**src/rtl/i2c_hub_pkg.sv**
```systemverilog
// Shared definitions for the multi-channel I2C hub: FSM encoding, command header
// field positions and STATUS bit layout.
package i2c_hub_pkg;

  typedef enum logic [3:0] {
    S_IDLE  = 4'd0,
    S_MASK  = 4'd1,
    S_HDR   = 4'd2,
    S_ADDR  = 4'd3,
    S_DATA  = 4'd4,
    S_EXEC  = 4'd5,
    S_WAIT  = 4'd6,
    S_ABORT = 4'd7,
    S_DONE  = 4'd8
  } hub_state_e;

  localparam int HDR_N_MSB = 7;
  localparam int HDR_N_LSB = 4;
  localparam int HDR_RD    = 3;

  localparam int ST_ROVF = 7;
  localparam int ST_WOVF = 6;
  localparam int ST_TMO  = 5;
  localparam int ST_NACK = 4;

  // Engines need a couple of cycles after EXECUTE before CH_READY drops.
  localparam int GUARD_CYC = 2;

endpackage

```
**src/rtl/i2c_hub_fifo.sv**
```systemverilog
// Synchronous first-word-fall-through byte FIFO with single-cycle flush and a
// sticky overflow flag (set when a push is dropped).
module i2c_hub_fifo #(
  parameter int DEPTH = 32
) (
  input  logic       CLK40,
  input  logic       rst_fifo,
  input  logic       i_push,
  input  logic [7:0] i_din,
  input  logic       i_pop,
  input  logic       i_flush,
  output logic [7:0] o_dout,
  output logic       o_empty,
  output logic       o_ovf
);
  localparam int AW = $clog2(DEPTH);
  localparam int CW = AW + 1;

  logic [7:0]    r_mem [DEPTH];
  logic [AW-1:0] r_wp, r_rp;
  logic [CW-1:0] r_cnt;
  logic          r_ovf;
  logic          w_full, w_do_push, w_do_pop;

  assign o_empty   = (r_cnt == '0);
  assign w_full    = (r_cnt == CW'(DEPTH));
  assign w_do_pop  = i_pop && !o_empty;
  // A full FIFO still accepts a push when the head is popped in the same cycle.
  assign w_do_push = i_push && (!w_full || i_pop);
  assign o_dout    = o_empty ? 8'h00 : r_mem[r_rp];
  assign o_ovf     = r_ovf;

  always_ff @(posedge CLK40) begin
    if (w_do_push && !i_flush) r_mem[r_wp] <= i_din;
  end

  always_ff @(posedge CLK40 or posedge rst_fifo) begin
    if (rst_fifo) begin
      r_wp  <= '0;
      r_rp  <= '0;
      r_cnt <= '0;
      r_ovf <= 1'b0;
    end else begin
      if (i_push && w_full && !i_pop) r_ovf <= 1'b1;
      if (i_flush) begin
        r_wp  <= '0;
        r_rp  <= '0;
        r_cnt <= '0;
      end else begin
        if (w_do_push) r_wp <= r_wp + AW'(1);
        if (w_do_pop)  r_rp <= r_rp + AW'(1);
        r_cnt <= r_cnt + CW'(w_do_push) - CW'(w_do_pop);
      end
    end
  end

endmodule

```
**src/rtl/i2c_multi_chan_hub.sv**
```systemverilog
// JTAG-side command parser driving N_CH I2C engines over a shared load/execute bus;
// writes broadcast to the mask, reads run one channel at a time, lowest index first.
module i2c_multi_chan_hub
  import i2c_hub_pkg::*;
#(
  parameter int N_CH        = 2,
  parameter int WFIFO_DEPTH = 32,
  parameter int RFIFO_DEPTH = 32,
  parameter int TIMEOUT_CYC = 65535
) (
  input  logic              CLK40,
  input  logic              rst_fifo,
  input  logic [7:0]        WDATA,
  input  logic              WE,
  input  logic              START,
  input  logic              RDENA,
  output logic [7:0]        RBK_DATA,
  output logic              RBK_EMPTY,
  output logic              CLR_START,
  output logic [7:0]        STATUS,
  output logic [N_CH-1:0]   NACK_FLG,
  output logic [N_CH-1:0]   CH_SEL,
  output logic              LOAD_N_BYTE,
  output logic              LOAD_ADDR,
  output logic [3:0]        WRT_ADDR,
  output logic [7:0]        WRT_DATA,
  output logic              WRT_ENA,
  output logic              EXECUTE,
  input  logic [N_CH-1:0]   CH_READY,
  input  logic [N_CH-1:0]   CH_RBK_WE,
  input  logic [8*N_CH-1:0] CH_RBK_DATA,
  input  logic [N_CH-1:0]   CH_NACK
);
  localparam int WDW = $clog2(TIMEOUT_CYC + 1) + 1;

  hub_state_e      r_st, w_nx;
  logic [N_CH-1:0] r_mask, r_pend, r_nack, w_act, w_sel;
  logic [3:0]      r_n, r_widx;
  logic            r_rd, r_tmo;
  logic [WDW-1:0]  r_wd;
  logic [7:0]      w_whead, w_rdat;
  logic            w_wempty, w_wovf, w_rovf, w_pop, w_flush;
  logic            w_done, w_tmo_hit, w_rpush, w_load;

  i2c_hub_fifo #(.DEPTH(WFIFO_DEPTH)) u_wfifo (
    .CLK40(CLK40), .rst_fifo(rst_fifo), .i_push(WE), .i_din(WDATA),
    .i_pop(w_pop), .i_flush(w_flush), .o_dout(w_whead), .o_empty(w_wempty), .o_ovf(w_wovf)
  );

  i2c_hub_fifo #(.DEPTH(RFIFO_DEPTH)) u_rfifo (
    .CLK40(CLK40), .rst_fifo(rst_fifo), .i_push(w_rpush), .i_din(w_rdat),
    .i_pop(RDENA), .i_flush(1'b0), .o_dout(RBK_DATA), .o_empty(RBK_EMPTY), .o_ovf(w_rovf)
  );

  // Lowest pending channel as a one-hot vector.
  assign w_act     = r_pend & (~r_pend + N_CH'(1));
  assign w_load    = (r_st inside {S_HDR, S_ADDR, S_DATA}) && !w_wempty;
  assign w_done    = (r_wd >= WDW'(GUARD_CYC)) && (&(CH_READY | ~w_sel));
  assign w_tmo_hit = (r_wd >= WDW'(TIMEOUT_CYC));
  assign w_rpush   = (r_st == S_WAIT) && r_rd && (|(CH_RBK_WE & w_act));

  always_comb begin
    w_rdat = 8'h00;
    for (int i = 0; i < N_CH; i++)
      if (w_act[i]) w_rdat = CH_RBK_DATA[8*i +: 8];
  end

  always_comb begin
    w_sel = '0;
    case (r_st)
      S_HDR, S_ADDR, S_DATA: w_sel = r_mask;
      S_EXEC, S_WAIT:        w_sel = r_rd ? w_act : r_mask;
      default:               w_sel = '0;
    endcase
  end

  always_comb begin
    w_nx    = r_st;
    w_pop   = 1'b0;
    w_flush = 1'b0;
    case (r_st)
      S_IDLE: if (START) w_nx = w_wempty ? S_DONE : S_MASK;
      S_MASK:
        if (w_wempty) w_nx = S_ABORT;
        else begin
          w_pop = 1'b1;
          w_nx  = (w_whead[N_CH-1:0] == '0) ? S_ABORT : S_HDR;
        end
      S_HDR:
        if (w_wempty) w_nx = S_ABORT;
        else begin
          w_pop = 1'b1;
          w_nx  = S_ADDR;
        end
      S_ADDR:
        if (w_wempty) w_nx = S_ABORT;
        else begin
          w_pop = 1'b1;
          w_nx  = (r_rd || r_n == 4'd0) ? S_EXEC : S_DATA;
        end
      S_DATA:
        if (w_wempty) w_nx = S_ABORT;
        else begin
          w_pop = 1'b1;
          w_nx  = (r_widx == r_n - 4'd1) ? S_EXEC : S_DATA;
        end
      S_EXEC: w_nx = S_WAIT;
      S_WAIT:
        if (w_done) begin
          if (r_rd && ((r_pend & ~w_act) != '0)) w_nx = S_EXEC;
          else w_nx = w_wempty ? S_DONE : S_MASK;
        end else if (w_tmo_hit) w_nx = S_ABORT;
      S_ABORT: begin
        w_flush = 1'b1;
        w_nx    = S_DONE;
      end
      S_DONE: if (!START) w_nx = S_IDLE;
      default: w_nx = S_IDLE;
    endcase
  end

  always_ff @(posedge CLK40 or posedge rst_fifo) begin
    if (rst_fifo) begin
      r_st   <= S_IDLE;
      r_mask <= '0;
      r_pend <= '0;
      r_nack <= '0;
      r_n    <= '0;
      r_widx <= '0;
      r_rd   <= 1'b0;
      r_tmo  <= 1'b0;
      r_wd   <= '0;
    end else begin
      r_st <= w_nx;
      case (r_st)
        S_IDLE:
          if (START && !w_wempty) begin
            r_tmo  <= 1'b0;
            r_nack <= '0;
          end
        S_MASK:
          if (!w_wempty) begin
            r_mask <= w_whead[N_CH-1:0];
            r_pend <= w_whead[N_CH-1:0];
          end
        S_HDR:
          if (!w_wempty) begin
            r_n  <= w_whead[HDR_N_MSB:HDR_N_LSB];
            r_rd <= w_whead[HDR_RD];
          end
        S_ADDR: r_widx <= '0;
        S_DATA: if (!w_wempty) r_widx <= r_widx + 4'd1;
        S_EXEC: r_wd <= '0;
        S_WAIT: begin
          r_wd   <= r_wd + WDW'(1);
          r_nack <= r_nack | (CH_NACK & w_sel);
          if (w_done) begin
            if (r_rd) r_pend <= r_pend & ~w_act;
          end else if (w_tmo_hit) r_tmo <= 1'b1;
        end
        default: ;
      endcase
    end
  end

  assign CH_SEL      = w_sel;
  assign LOAD_N_BYTE = (r_st == S_HDR) && !w_wempty;
  assign LOAD_ADDR   = (r_st == S_ADDR) && !w_wempty;
  assign WRT_ENA     = (r_st == S_DATA) && !w_wempty;
  assign WRT_DATA    = w_load ? w_whead : 8'h00;
  assign WRT_ADDR    = r_widx;
  assign EXECUTE     = (r_st == S_EXEC);
  assign CLR_START   = (r_st == S_DONE) && START;
  assign NACK_FLG    = r_nack;
  assign STATUS      = {w_rovf, w_wovf, r_tmo, |r_nack, r_st};

endmodule
```
**config.mk**
```make
export PLATFORM = sky130hd
export DESIGN_NAME = i2c_multi_chan_hub
export DESIGN_NICKNAME = d
export VERILOG_FILES = /design/src/rtl/i2c_hub_pkg.sv /design/src/rtl/i2c_hub_fifo.sv /design/src/rtl/i2c_multi_chan_hub.sv
export SDC_FILE = /design/constraint.sdc
export NUM_CORES = 1
export LEC_CHECK = 0
export ABC_AREA = 1
export CORE_AREA = 2 2 174 261
export DETAILED_ROUTE_END_ITERATION = 7
export DIE_AREA = 0 0 176 263
export PLACE_DENSITY = 0.77
export SYNTH_ARGS = -nofsm -noshare
export SYNTH_HDL_FRONTEND = slang
export SYNTH_HIERARCHICAL = 1
export SYNTH_SLANG_ARGS = --single-unit
```
**constraint.sdc**
```tcl
create_clock -name CLK40 -period 5.1 [get_ports CLK40]
set_input_delay 1.02 -clock CLK40 [delete_from_list [all_inputs] [get_ports CLK40]]
set_output_delay 1.02 -clock CLK40 [all_outputs]
set_load 0.01 [all_outputs]
```
# Yosys cells after proc, flatten, opt, wreduce, memory -nomap -nowiden

Memories as Yosys holds them, arrays and structs flattened.
Cells that the tools add are included.

Word-level logic and storage cells: 165
Bits in writable memories: 512
Memories kept: 2
Memory bits (read-only): 0
Register bits: 71
Input bits: 35
Latch bits: 0
Output and inout bits: 38

Bitwise gates (word level): 10
$mul: 0
Add/sub/neg operators: 12
Multiplexer cells: 46
Equal/unequal tests: 21
Reduce and logical (&&, ||, !) cells: 55
Shifts and indexed selects: 0
Divide/modulo/power cells: 0
Order comparisons: 2

Memories:

| name          | depth | width | rd ports | clocked after memory_dff | wr ports | RTL line           | RTL |
|---|---|---|---|---|---|---|---|
| u_rfifo.r_mem | 32    | 8     | 1        | 0                        | 1        | i2c_hub_fifo.sv:19 | `logic [7:0] r_mem [DEPTH];` |
| u_wfifo.r_mem | 32    | 8     | 1        | 0                        | 1        | i2c_hub_fifo.sv:19 |  |

Operators with widths:

| kind                  | count |
|---|---|
| $mux 8                | 5 |
| $pmux 4 s9            | 1 |
| $pmux 17 s2           | 1 |
| $mux 4                | 7 |
| $add 5x1->5 const B   | 4 |
| $mux 5                | 4 |
| $logic_and 1x1->1     | 19 |
| $ne 2x2->1 const B    | 9 |
| $add 17x1->17 const B | 1 |
| $ge 17x16->1 const B  | 1 |
| $ge 17x2->1 const B   | 1 |
| $eq 4x3->1 const B    | 4 |
| $mux 2                | 7 |
| $reduce_bool 2->1     | 7 |
| $add 6x1->6           | 2 |
| $eq 6x6->1 const B    | 2 |
| $logic_not 6->1       | 2 |
| $mux 1                | 12 |
| $pmux 2 s2            | 3 |
| $sub 6x1->6           | 2 |
| $reduce_and 2->1      | 5 |
| $mux 3                | 3 |
| $and 2x2->2           | 4 |
| $eq 4x2->1 const B    | 2 |
| other kinds (23)      | 38 |

# Logic depth before layout (Yosys ltp)

Gate-level depths: netlist of the first run.

Depth after elaboration: 11
Depth in mapped cells: 23
Mapped depth without buffers: 23

# Modules after synthesis

The synthesis of the first run kept the hierarchy.

Modules (own cells, without submodules):

| module                 | area an instance (µm²) | cells an instance | times used | seq. area each (µm²) |
|---|---|---|---|---|
| i2c_hub_fifo (u_rfifo) | 11900.2                | 1127              | 1          | 8112.8 |
| i2c_hub_fifo (u_wfifo) | 11860.1                | 1130              | 1          | 8112.8 |
| i2c_multi_chan_hub     | 2449.8                 | 348               | 1          | 925.9 |

# Worst setup path after synthesis of the first run

No wires, ideal clock.

Path type: register to register
From: register u_wfifo.r_cnt[2]
To: register u_wfifo.r_cnt[4]
Path buffers: 0
Required time: 5022 ps
Slack: 2059 ps
Period minus slack after synthesis: 3041 ps
Cell stages (with the launch flop): 22
Library setup time: 78 ps
Arrival: 2963 ps
Cell sequence: dfrtp_1 > inv_1 > ha_1 > nand2_1 > inv_2 > nand2_2 > inv_1 > clkinv_1 > nand2_1 > nand2_1 > nor2_1 > nand2_1 > nand2_1 > ha_1 > inv_1 > ha_1 > fa_1 > nand2_1 > nand2_1 > a21oi_1 > o21ai_0 > a21oi_1

Word-level cells in the longest chain between the ends: 8
Elaborated cells between the ends (all ways): 12
Classes of those cells: 2 x add/sub; 1 x eq/ne; 3 x mux; 6 x reduce/logical

Ends and longest elaborated chain:

| what                   | RTL line                 | RTL |
|---|---|---|
| from (decl)            | i2c_hub_fifo.sv:21       | `logic [CW-1:0] r_cnt;` |
| from (signal assigned) | i2c_hub_fifo.sv:52       | `r_cnt <= r_cnt + CW'(w_do_push) - CW'(w_do_pop);` |
| $logic_not 6->1 *      | i2c_hub_fifo.sv:25       | `assign o_empty = (r_cnt == '0);` |
| via w_wempty           | i2c_multi_chan_hub.sv:42 | `logic w_wempty, w_wovf, w_rovf, w_pop, w_flush;` |
| $mux 1 * (2 in a row)  | -                        |  |
| via w_pop              | i2c_multi_chan_hub.sv:42 |  |
| $logic_or 1x1->1       | i2c_hub_fifo.sv:29       | `assign w_do_push = i_push && (!w_full \|\| i_pop);` |
| $logic_and 1x1->1      | i2c_hub_fifo.sv:29       |  |
| $add 6x1->6            | i2c_hub_fifo.sv:52       |  |
| $sub 6x1->6 *          | i2c_hub_fifo.sv:52       |  |
| $mux 6 *               | i2c_hub_fifo.sv:45       | `if (i_flush) begin` |

The timed path passes the listed nets; every way through them passes the cells marked *.
A chain may end at the register's enable or synchronous reset.

# Worst setup path after layout of the first run

From: register u_rfifo.r_rp[2]
To: output RBK_DATA[0]

Word-level cells in the longest chain between the ends: 2

Ends and longest elaborated chain:

| what                   | RTL line                 | RTL |
|---|---|---|
| from (decl)            | i2c_hub_fifo.sv:20       | `logic [AW-1:0] r_wp, r_rp;` |
| from (signal assigned) | i2c_hub_fifo.sv:51       | `if (w_do_pop) r_rp <= r_rp + AW'(1);` |
| $mem_v2 32x8           | -                        |  |
| $mux 8                 | i2c_hub_fifo.sv:30       | `assign o_dout = o_empty ? 8'h00 : r_mem[r_rp];` |
| to (decl)              | i2c_multi_chan_hub.sv:17 | `output logic [7:0] RBK_DATA,` |

Every way passes these cells.

==> results of run 1 <==
## power by group
part	total [mW]	internal [mW]	switching, mW
clock	3.88	2.21	1.67
combinational	4.87	1.47	3.40
sequential	5.93	5.73	0.199
## area by class of cell
class | instances | area (um^2)
inverters | 286 | 1080
clock buffers | 77 | 1520
fillers | 3254 | 14900
flip-flops and latches | 583 | 17200
repair buffers | 102 | 983
multi-input cells | 1633 | 7330
well taps | 576 | 721
clock inverters | 21 | 190
## worst max path at each step
stage | endpoint | slack, ns | startpoint | depth (start not counted)
floorplan | u_wfifo/r_cnt[4]$_DFF_PP0_ | 2.06 | u_wfifo/r_cnt[2]$_DFF_PP0_ | 21
global placement | u_rfifo/r_mem[16][7]$_DFFE_PP_ | 0.96 | CH_RBK_WE[0] | 8
global route | WRT_DATA[3] | 0.14 | u_wfifo/r_rp[0]$_DFFE_PP0P_ | 12
CTS | WRT_DATA[3] | 0.37 | u_wfifo/r_rp[0]$_DFFE_PP0P_ | 12
finish | RBK_DATA[0] | 0.32 | u_rfifo/r_rp[2]$_DFFE_PP0P_ | 8
detailed placement | u_rfifo/r_mem[24][0]$_DFFE_PP_ | 0.90 | CH_RBK_WE[0] | 8
## registers in the layout, indices dropped and copies added, names as in the netlist
name and cells:
r_rd 1, u_rfifo/r_rp 5, r_mask 2, u_rfifo/r_cnt 6, NACK_FLG 2, u_wfifo/r_mem 256, r_pend 2, r_wd 17
WRT_ADDR 4, r_st 4, r_tmo 1, u_wfifo/r_wp 5, u_rfifo/r_wp 5, u_wfifo/r_cnt 6, u_rfifo/o_ovf 1, r_n 4
u_rfifo/r_mem 256, u_wfifo/o_ovf 1, u_wfifo/r_rp 5
## cell usage in the layout (no fill, tap or decap), types with 3 or more instances in the layout
cell type / count
bufinv_16: 3
conb_1: 5
nand3_1: 307
nor3_1: 13
a22o_2: 3
inv_1: 262
buf_12: 3
edfxtp_1: 512
xor2_1: 7
nor2_1: 288
dfrtp_1: 67
a21oi_1: 42
nand4_1: 4
a22o_1: 5
buf_4: 27
nor2_2: 3
nand2_2: 7
clkinv_1: 16
o21ai_1: 23
clkbuf_1: 15
clkbuf_16: 54
nand2_1: 750
inv_2: 14
o21ai_0: 108
a31oi_1: 3
ha_1: 34
clkbuf_8: 8
clkinv_2: 6
o22ai_1: 4
xnor2_1: 3
clkdlybuf4s50_1: 72
## worst register-to-register path, stage by stage (launching register included)
cell	delay [ns]
dfrtp_1	0.36
inv_1	0.07
ha_1	0.19
nand2_1	0.08
inv_2	0.05
nand2_2	0.22
inv_1	0.18
clkinv_1	0.18
nand2_1	0.22
nand2_1	0.22
nor2_1	0.09
nand2_1	0.07
nand2_1	0.16
nor2_1	0.22
nand2_1	0.32
nor2_1	0.87
## layer usage
metal  track usage (%)  share of wire [%]  vias to the layer above
met5                 0                  0                        -
met4              15.9                6.2                        0
met3              3.45                6.1                      206
met2              48.1                 52                      806
met1              30.6                 35                     8837
li1                  -                  -                     8711
## stage by stage
stage,cells,setup slack (ns),area [um^2],utilization (%)
after floorplan,2609,2.06,26200,-
after global placement,3180,0.956,27300,62.2
after detailed placement,3180,0.902,27300,62.2
after CTS,3278,0.370,29000,66.1
after global routing,3278,0.143,29000,66.1
final,3278,0.318,29000,66.1
## kinds of logic after synthesis
logic type | after synthesis | synth area share [%]
and+or+nand+nor | 1382 | 21.7
DFF | 583 | 65.4
buffers and inverters | 393 | 6.65
AOI/OAI and AO/OA | 199 | 4.09
adders and majority gates | 36 | 1.78
xor gates and xnor gates | 10 | 0.334
other | 1 | 0.0143
muxes | 1 | 0.0382
==> impl_metrics.json, run 1 <==
{
  "rrSetupSlack_ns": 1.23,
  "cp_cell_sequence": "clkinv_1 -> nand2_2 -> inv_2 -> nand2_1 -> nand3_1 -> nor2_1 -> nor2_1 -> clkdlybuf4s50_1",
  "pin_count": 73,
  "initial_core_util_pct": 59.7,
  "core-area_mm2": 0.0439,
  "track_usage_pct": 26.9,
  "drv_cap": 0,
  "worstMarginPinSlew_ns": 1.24,
  "finalMaxSlewViolations": 0,
  "grt_pass1_wl_um": 96900,
  "max_slew_margin_pct": 17.3,
  "yosys_warnings": 6,
  "max_stage_delay_ns": 0.86,
  "ant_nets": 0,
  "dieArea_mm2": 0.0463,
  "cts_tree": "yes",
  "end_kind": "output pin",
  "timing.hold.ws_ns": 0.465,
  "drtIter0Drc": 1547,
  "cp_data_arrival_time_ns": 3.76,
  "clock_tree.buffer_depth": 3,
  "clockRootBuffer": "clkbuf_16",
  "drc": 0,
  "post_cts_buffers": 0,
  "worstHoldStart": "u_wfifo/o_ovf$_DFFE_PP0P_",
  "dr.pass1.iters": 8,
  "wl_per_cell_um": 19.0,
  "gr-total-overflow": 0,
  "area_growth_pct": 10.6,
  "synth_top_flop_cell": "edfxtp_1",
  "worst-path-buf-inv": 3,
  "gp_congestion": 0.893,
  "rsz0062_at_grt": "false",
  "holdPathStages": 1,
  "min_to": "u_wfifo/o_ovf$_DFFE_PP0P_",
  "yosys_register_bits": 583,
  "path_class": "flip-flop to output pin",
  "first_global_vias": 18300,
  "max_freq_mhz": 209,
  "port_buffers": 72,
  "netlist_area_mm2": 0.0262,
  "r2r_cells": 15,
  "crit_top_cell": "nor2_1",
  "vias": 18600,
  "grt_antenna_before_repair": 0,
  "critPathTopFamily": "buffers and inverters",
  "post_cts_resized": 0,
  "async_flop_share_pct": 12.2,
  "hp-class": "flip-flop to flip-flop",
  "routed_via_density": 5.66,
  "total_power_mw": 14.7,
  "yosysSeqAreaShare_pct": 65.4,
  "yosysMostFrequentCell": "nand2_1",
  "path_clk_slew_ns": 0.07,
  "crit_required_ns": 4.08,
  "synth_top_area_cell": "edfxtp_1",
  "period_share_pct": 93.8,
  "clock_sinks": 583,
  "synth_area_per_cell_um2": 10.1,
  "worst-path-max-fanout": 20,
  "cts_buffers": 52,
  "skew_ns": 0.0280,
  "synth_common_cells": "750 x nand2_1, 512 x edfxtp_1, 307 x nand3_1",
  "ctsHtreeMaxLevel": 2,
  "r2r-start": "u_wfifo/r_cnt[2]$_DFF_PP0_",
  "syn_inst": 2605,
  "synth_edf_count": 512,
  "power.static_leakage_nw": 11.8,
  "synthDistinctLibCells": 46,
  "die_width_um": 176,
  "detailed_place_hpwl_um": 39700,
  "drive_above_1_share_pct": 5.48,
  "fin_crit_ns": 4.78,
  "synth_top_area_share_pct": 58.7,
  "slowest_stage": "dfrtp_1",
  "setup_tns_ns": 0,
  "wl_um": 62200,
  "antennaDiodeCount": 0,
  "cp-start-kind": "flip-flop",
  "setup_viol": 0,
  "irDropWorstVdd_uv": 401,
  "powerDensity_mw_per_mm2": 506,
  "netlist_top_cells_area": "edfxtp_1 59%, nand2_1 11%, dfrtp_1 6.8%, nand3_1 5.9%, nor2_1 4.1%",
  "clock_latency_ns": 0.58,
  "die_y_um": 263,
  "grt_max_degree": 135,
  "rows": 94,
  "ctsHoldBuffers": 0,
  "hold_viol": 0,
  "outcome": "finished, final reports clean",
  "r2r_end": "u_wfifo/r_mem[27][1]$_DFFE_PP_",
  "final_nets": 2729
}
Power figures use the tool's default switching activity.
==> inputs of run 2 (changes only) <==
CORE_AREA = 2 2 170 255   (was 2 2 174 261)
DIE_AREA = 0 0 172 257   (was 0 0 176 263)
SYNTH_HIERARCHICAL = unset   (was 1)
==> run 2 against run 1 <==
  * Routed wire length hardly changed
  * Core utilization hardly changed
  * Largest power group unchanged
  * Critical path type unchanged
  * Area after synthesis is 5.2% lower
  * Register-to-register slack improved by 0.14 ns
==> impl_metrics.json, run 2 <==
{
  "outcome": "finished, final reports clean",
  "gr-total-overflow": 0,
  "area_growth_pct": 11.5,
  "drv_cap": 0,
  "wl_um": 62100,
  "netlist_area_mm2": 0.0248,
  "finalNonFillerCells": 2805,
  "rows": 92,
  "post_cts_resized": 0,
  "clock_tree.buffer_depth": 3,
  "worstHoldStart": "u_wfifo.o_ovf$_DFFE_PP0P_",
  "clock_sinks": 583,
  "yosysSeqAreaShare_pct": 69.1,
  "r2r_cells": 18,
  "rsz0062_at_grt": "false",
  "finalMaxSlewViolations": 0,
  "worstMarginPinSlew_ns": 1.41,
  "skew_ns": 0.0127,
  "synth_edf_count": 512,
  "detailed_place_hpwl_um": 39800,
  "r2r_end": "u_wfifo.r_cnt[4]$_DFF_PP0_",
  "min_to": "u_wfifo.o_ovf$_DFFE_PP0P_",
  "core-area_mm2": 0.0419,
  "port_buffers": 72,
  "holdPathStages": 1,
  "fin_crit_ns": 4.73,
  "cts_tree": "yes",
  "drive_above_1_share_pct": 7.01,
  "crit_required_ns": 4.08,
  "postLayoutCoreUtil_pct": 66.1,
  "dpl.cell_count": 2712,
  "finalWorstSetupSlack_ns": 0.371,
  "setup_viol": 0,
  "layout_common_cells": "512 x edfxtp_1, 421 x nor2_1, 280 x o21ai_0",
  "ctsHtreeMaxLevel": 2,
  "clockRootBuffer": "clkbuf_16",
  "syn_inst": 2153,
  "hold_viol": 0,
  "routed_via_density": 6.09,
  "yosysMostFrequentCell": "edfxtp_1",
  "dieArea_mm2": 0.0442,
  "vias": 17100,
  "grt_pass1_wl_um": 94700,
  "dp_slack_ns": 1.11,
  "gp_congestion": 0.962,
  "timing.hold.ws_ns": 0.490,
  "grtUsageMet1_pct": 31.2,
  "cp_data_arrival_time_ns": 3.71,
  "synth_top_area_cell": "edfxtp_1",
  "max_slew_margin_pct": 5.94,
  "async_flop_share_pct": 12.2,
  "worst-path-max-fanout": 43,
  "synth_top_flop_cell": "edfxtp_1",
  "netlist_top_cells_area": "edfxtp_1 62%, dfrtp_1 7.2%, nor2_1 6.4%, o21ai_0 5.6%, nand2_1 3.6%",
  "drtIter0Drc": 1942,
  "synthDistinctLibCells": 49,
  "period_share_pct": 92.7,
  "synth_top_area_share_pct": 61.9,
  "path_clk_slew_ns": 0.07,
  "first_global_vias": 17100,
  "clock_latency_ns": 0.58,
  "grt_use_met2_pct": 49.5,
  "dr.pass1.iters": 8,
  "irDropWorstVdd_uv": 403,
  "dpl-instance-area_mm2": 0.0260,
  "synth_area_per_cell_um2": 11.5,
  "track_usage_pct": 28.4,
  "hp-class": "flip-flop to flip-flop",
  "ant_nets": 0,
  "end_kind": "output pin",
  "setup_tns_ns": 0,
  "pin_count": 73,
  "wl_per_cell_um": 22.1,
  "drc": 0,
  "power.static_leakage_nw": 9.89,
  "post_cts_buffers": 0,
  "cp-start-kind": "flip-flop",
  "grt_max_degree": 130,
  "path_class": "flip-flop to output pin",
  "synth_nets": 2224,
  "final_common_cell": "edfxtp_1",
  "die_y_um": 257,
  "powerDensity_mw_per_mm2": 574,
  "fin_area_mm2": 0.0277,
  "initial_core_util_pct": 59.3,
  "rrSetupSlack_ns": 1.37,
  "synth_common_cells": "512 x edfxtp_1, 421 x nor2_1, 280 x o21ai_0",
  "r2r-start": "u_wfifo.r_cnt[2]$_DFF_PP0_",
  "reg_top3": "u_rfifo.r_mem: 256 flops, u_wfifo.r_mem: 256 flops, r_wd: 17 flops",
  "grt_antenna_before_repair": 1,
  "grt_busiest_layer": "met2",
  "cts_buffers": 51,
  "yosys_register_bits": 583,
  "max_freq_mhz": 211,
  "total_power_mw": 15.9,
  "final_nets": 2272,
  "yosys_warnings": 0,
  "met3_usage_pct": 4.08,
  "die_width_um": 172,
  "ctsHoldBuffers": 0
}
[run 2: changes by cell type in the layout (fill, tap and decap cells not counted), moves of 26 or more]
cell	change
nor2_1	+133
nand3_1	-208
o22ai_1	+54
o21ai_0	+172
inv_1	-162
o211ai_1	+39
nand4_1	+26
nand2_1	-513
[run 2: report_power, final]
part,switching [mW],internal (mW),total (mW)
registers,0.379,5.78,6.16
clock network,1.67,2.20,3.87
logic,3.99,1.88,5.87
total,6.04,9.85,15.9
[run 2: metal layers]
metal,vias up,routed length [um]
met5,-,0
met4,0,4880
met1,8334,21100
li1,7736,-
met2,778,32400
met3,245,3730
[run 2: cell families after synthesis]
logic type | share of synthesized area (%)
compound gates | 10.2
fa+ha+maj | 1.87
flops | 69.1
simple gates | 14.4
buf+inv | 3.82
xor+xnor | 0.670
[run 2: cell type report]
type	instances	area, um^2
repair buffers	106	1000
clock buffers	61	1360
diodes	1	2.50
inverters	113	432
clock inverters	31	303
flip-flops and latches	583	17200
well taps	564	706
fillers	3101	14200
multi-input cells	1346	6740
[run 2: worst max path at each step]
stage | endpoint | startpoint | cells past startpoint | slack, ns
final | WRT_DATA[2] | u_wfifo.r_rp[1]$_DFFE_PP0P_ | 8 | 0.37
after global routing | WRT_DATA[2] | u_wfifo.r_rp[1]$_DFFE_PP0P_ | 7 | 0.24
after CTS | WRT_DATA[7] | u_wfifo.r_rp[1]$_DFFE_PP0P_ | 8 | 0.47
after detailed placement | WRT_DATA[7] | u_wfifo.r_rp[1]$_DFFE_PP0P_ | 8 | 1.11
after global placement | WRT_DATA[2] | u_wfifo.r_rp[1]$_DFFE_PP0P_ | 7 | 1.11
after floorplan | NACK_FLG[0]$_DFFE_PP0P_ | rst_fifo | 1 | 2.28
[run 2: critical path: stages, from the launching register on]
cell and delay [ns]:
dfrtp_2 0.68, inv_2 0.72, o21ai_1 0.16, o22ai_1 0.31, nand2_1 0.16, nand3_1 0.11, nand2_1 0.05, a31oi_1 0.27
clkdlybuf4s50_1 0.62
==> inputs of run 3 (changes only) <==
CAP_MARGIN = 20   (was unset)
PLACE_DENSITY = 0.74   (was 0.77)
clock period = 5 ns   (was 5.1 ns; I/O delays follow)
==> run 3 against run 2 <==
  * Clock skew decreased by 0.0040 ns
  * Count of clock-buffer cells in the layout decreased by 1
  * Sequential power increased by 1%
  * Core utilization increased by 0.63 points
  * Clock power increased by 4%
  * Worst setup slack improved by 0.065 ns
  * Largest cell class unchanged
==> impl_metrics.json, run 3 (synthesized netlist as in run 2, its figures left out) <==
{
  "clock_tree.buffer_depth": 3,
  "cp-start-kind": "flip-flop",
  "reg_top3": "u_rfifo.r_mem: 256 flops, u_wfifo.r_mem: 256 flops, r_wd: 17 flops",
  "cp_cell_sequence": "buf_4 -> buf_4 -> o21ai_0 -> o21ai_0 -> o211ai_1 -> nand4_1 -> and3_1 -> clkdlybuf4s50_1",
  "postLayoutCoreUtil_pct": 66.7,
  "dieArea_mm2": 0.0442,
  "ant_nets": 0,
  "path_clk_slew_ns": 0.06,
  "end_kind": "output pin",
  "track_usage_pct": 28.0,
  "grt_max_degree": 130,
  "gp_congestion": 0.900,
  "die_width_um": 172,
  "wl_um": 61300,
  "port_buffers": 72,
  "period_share_pct": 91.3,
  "fin_crit_ns": 4.56,
  "gr-total-overflow": 0,
  "first_global_vias": 16600,
  "pin_count": 73,
  "skew_ns": 0.00864,
  "drtIter0Drc": 1528,
  "max_freq_mhz": 219,
  "crit_required_ns": 4.00,
  "post_cts_buffers": 0,
  "wl_per_cell_um": 21.8,
  "routed_via_density": 6.00,
  "finalNonFillerCells": 2812,
  "drive_above_1_share_pct": 7.48,
  "area_growth_pct": 12.6,
  "worst-path-max-fanout": 49,
  "finalMaxSlewViolations": 0,
  "dr.pass1.iters": 6,
  "vias": 16900,
  "clock_latency_ns": 0.57,
  "slowest_stage": "o21ai_0",
  "powerDensity_mw_per_mm2": 584,
  "dpl.cell_count": 2713,
  "irDropWorstVdd_uv": 418,
  "critPathTopFamily": "buffers and inverters",
  "initial_core_util_pct": 59.3,
  "rsz0062_at_grt": "false",
  "hp-class": "flip-flop to flip-flop",
  "worst-path-buf-inv": 3,
  "cp_data_arrival_time_ns": 3.56,
  "drv_cap": 0,
  "path_class": "flip-flop to output pin",
  "ctsHoldBuffers": 0,
  "setup_tns_ns": 0,
  "power.static_leakage_nw": 9.99,
  "die_y_um": 257,
  "outcome": "finished, final reports clean",
  "clockRootBuffer": "clkbuf_16",
  "max_slew_margin_pct": 42.3,
  "final_common_cell": "edfxtp_1",
  "cts_buffers": 51,
  "grt_antenna_before_repair": 1,
  "ctsHtreeMaxLevel": 2,
  "fillers": 3106,
  "hold_viol": 0,
  "max_stage_delay_ns": 0.63,
  "worstMarginPinSlew_ns": 0.863,
  "detailed_place_hpwl_um": 39700,
  "clock_sinks": 583,
  "post_cts_resized": 0,
  "setup_viol": 0,
  "drc": 0,
  "final_nets": 2277,
  "layout_common_cells": "512 x edfxtp_1, 421 x nor2_1, 280 x o21ai_0",
  "rows": 92,
  "grt_pass1_wl_um": 93000,
  "cts_tree": "yes",
  "core-area_mm2": 0.0419
}
-- run 3: changes by cell type in the layout (fill, tap and decap cells not counted), sizes merged --
cell / previous run / this run
clkbuf: 61 / 60
clkinvlp: 2 / 4
clkinv: 26 / 27
inv: 110 / 109
buf: 34 / 39
bufinv: 6 / 7
-- run 3: path summary, 6_finish.rpt --
path | to | depth (start not counted) | slack [ns] | startpoint
max in group asynchronous | u_rfifo.r_rp[1]$_DFFE_PP0P_ | 3 | 3.13 | rst_fifo
max | RBK_DATA[3] | 8 | 0.44 | u_rfifo.r_rp[1]$_DFFE_PP0P_
min reg2reg | u_wfifo.o_ovf$_DFFE_PP0P_ | 1 | 0.48 | u_wfifo.o_ovf$_DFFE_PP0P_
min in group asynchronous | r_st[3]$_DFFE_PP0P_ | 2 | 0.89 | rst_fifo
min | u_wfifo.o_ovf$_DFFE_PP0P_ | 1 | 0.48 | u_wfifo.o_ovf$_DFFE_PP0P_
max reg2reg | u_wfifo.r_cnt[4]$_DFF_PP0_ | 18 | 1.53 | u_wfifo.r_cnt[3]$_DFF_PP0_
-- run 3: layout make-up --
| cell class | instances | area (um^2) | share of cell area, % |
|---|---|---|---|
| clock inverter | 34 | 358 | 1.28 |
| antenna | 1 | 2.50 | 0.00895 |
| clock buffer | 60 | 1370 | 4.91 |
| tap | 564 | 706 | 2.52 |
| sequential | 583 | 17200 | 61.4 |
| multi-input combinational | 1346 | 6740 | 24.1 |
| inverter | 113 | 433 | 1.55 |
| timing repair buffer | 111 | 1190 | 4.26 |
-- run 3: metal layers --
metal | vias to the layer above | share of wire [%] | track usage (%)
li1 | 7760 | - | -
met1 | 8248 | 35 | 30.8
met2 | 662 | 54 | 51.2
met3 | 205 | 5.2 | 3.34
met4 | 0 | 5.9 | 16.2
met5 | - | 0 | 0
-- run 3: stage by stage --
step | setup slack (ns) | power [mW] | hold slack, ns | cell area (um^2)
2_1_floorplan | 2.20 | 10.1 | 0.443 | 24800
3_3_place_gp | 1.33 | 12.0 | 0.472 | 26100
3_5_place_dp | 1.27 | 12.2 | 0.466 | 26100
4_1_cts | 0.647 | 16.2 | 0.480 | 27900
5_1_grt | 0.270 | 17.1 | 0.507 | 28000
6_report | 0.437 | 16.3 | 0.476 | 28000
-- run 3: power by group --
part / switching (mW) / total, mW / internal [mW]
clock network: 1.71 / 4.04 / 2.33
logic: 4.06 / 6.07 / 2.01
registers: 0.354 / 6.24 / 5.88
total: 6.12 / 16.3 / 10.2
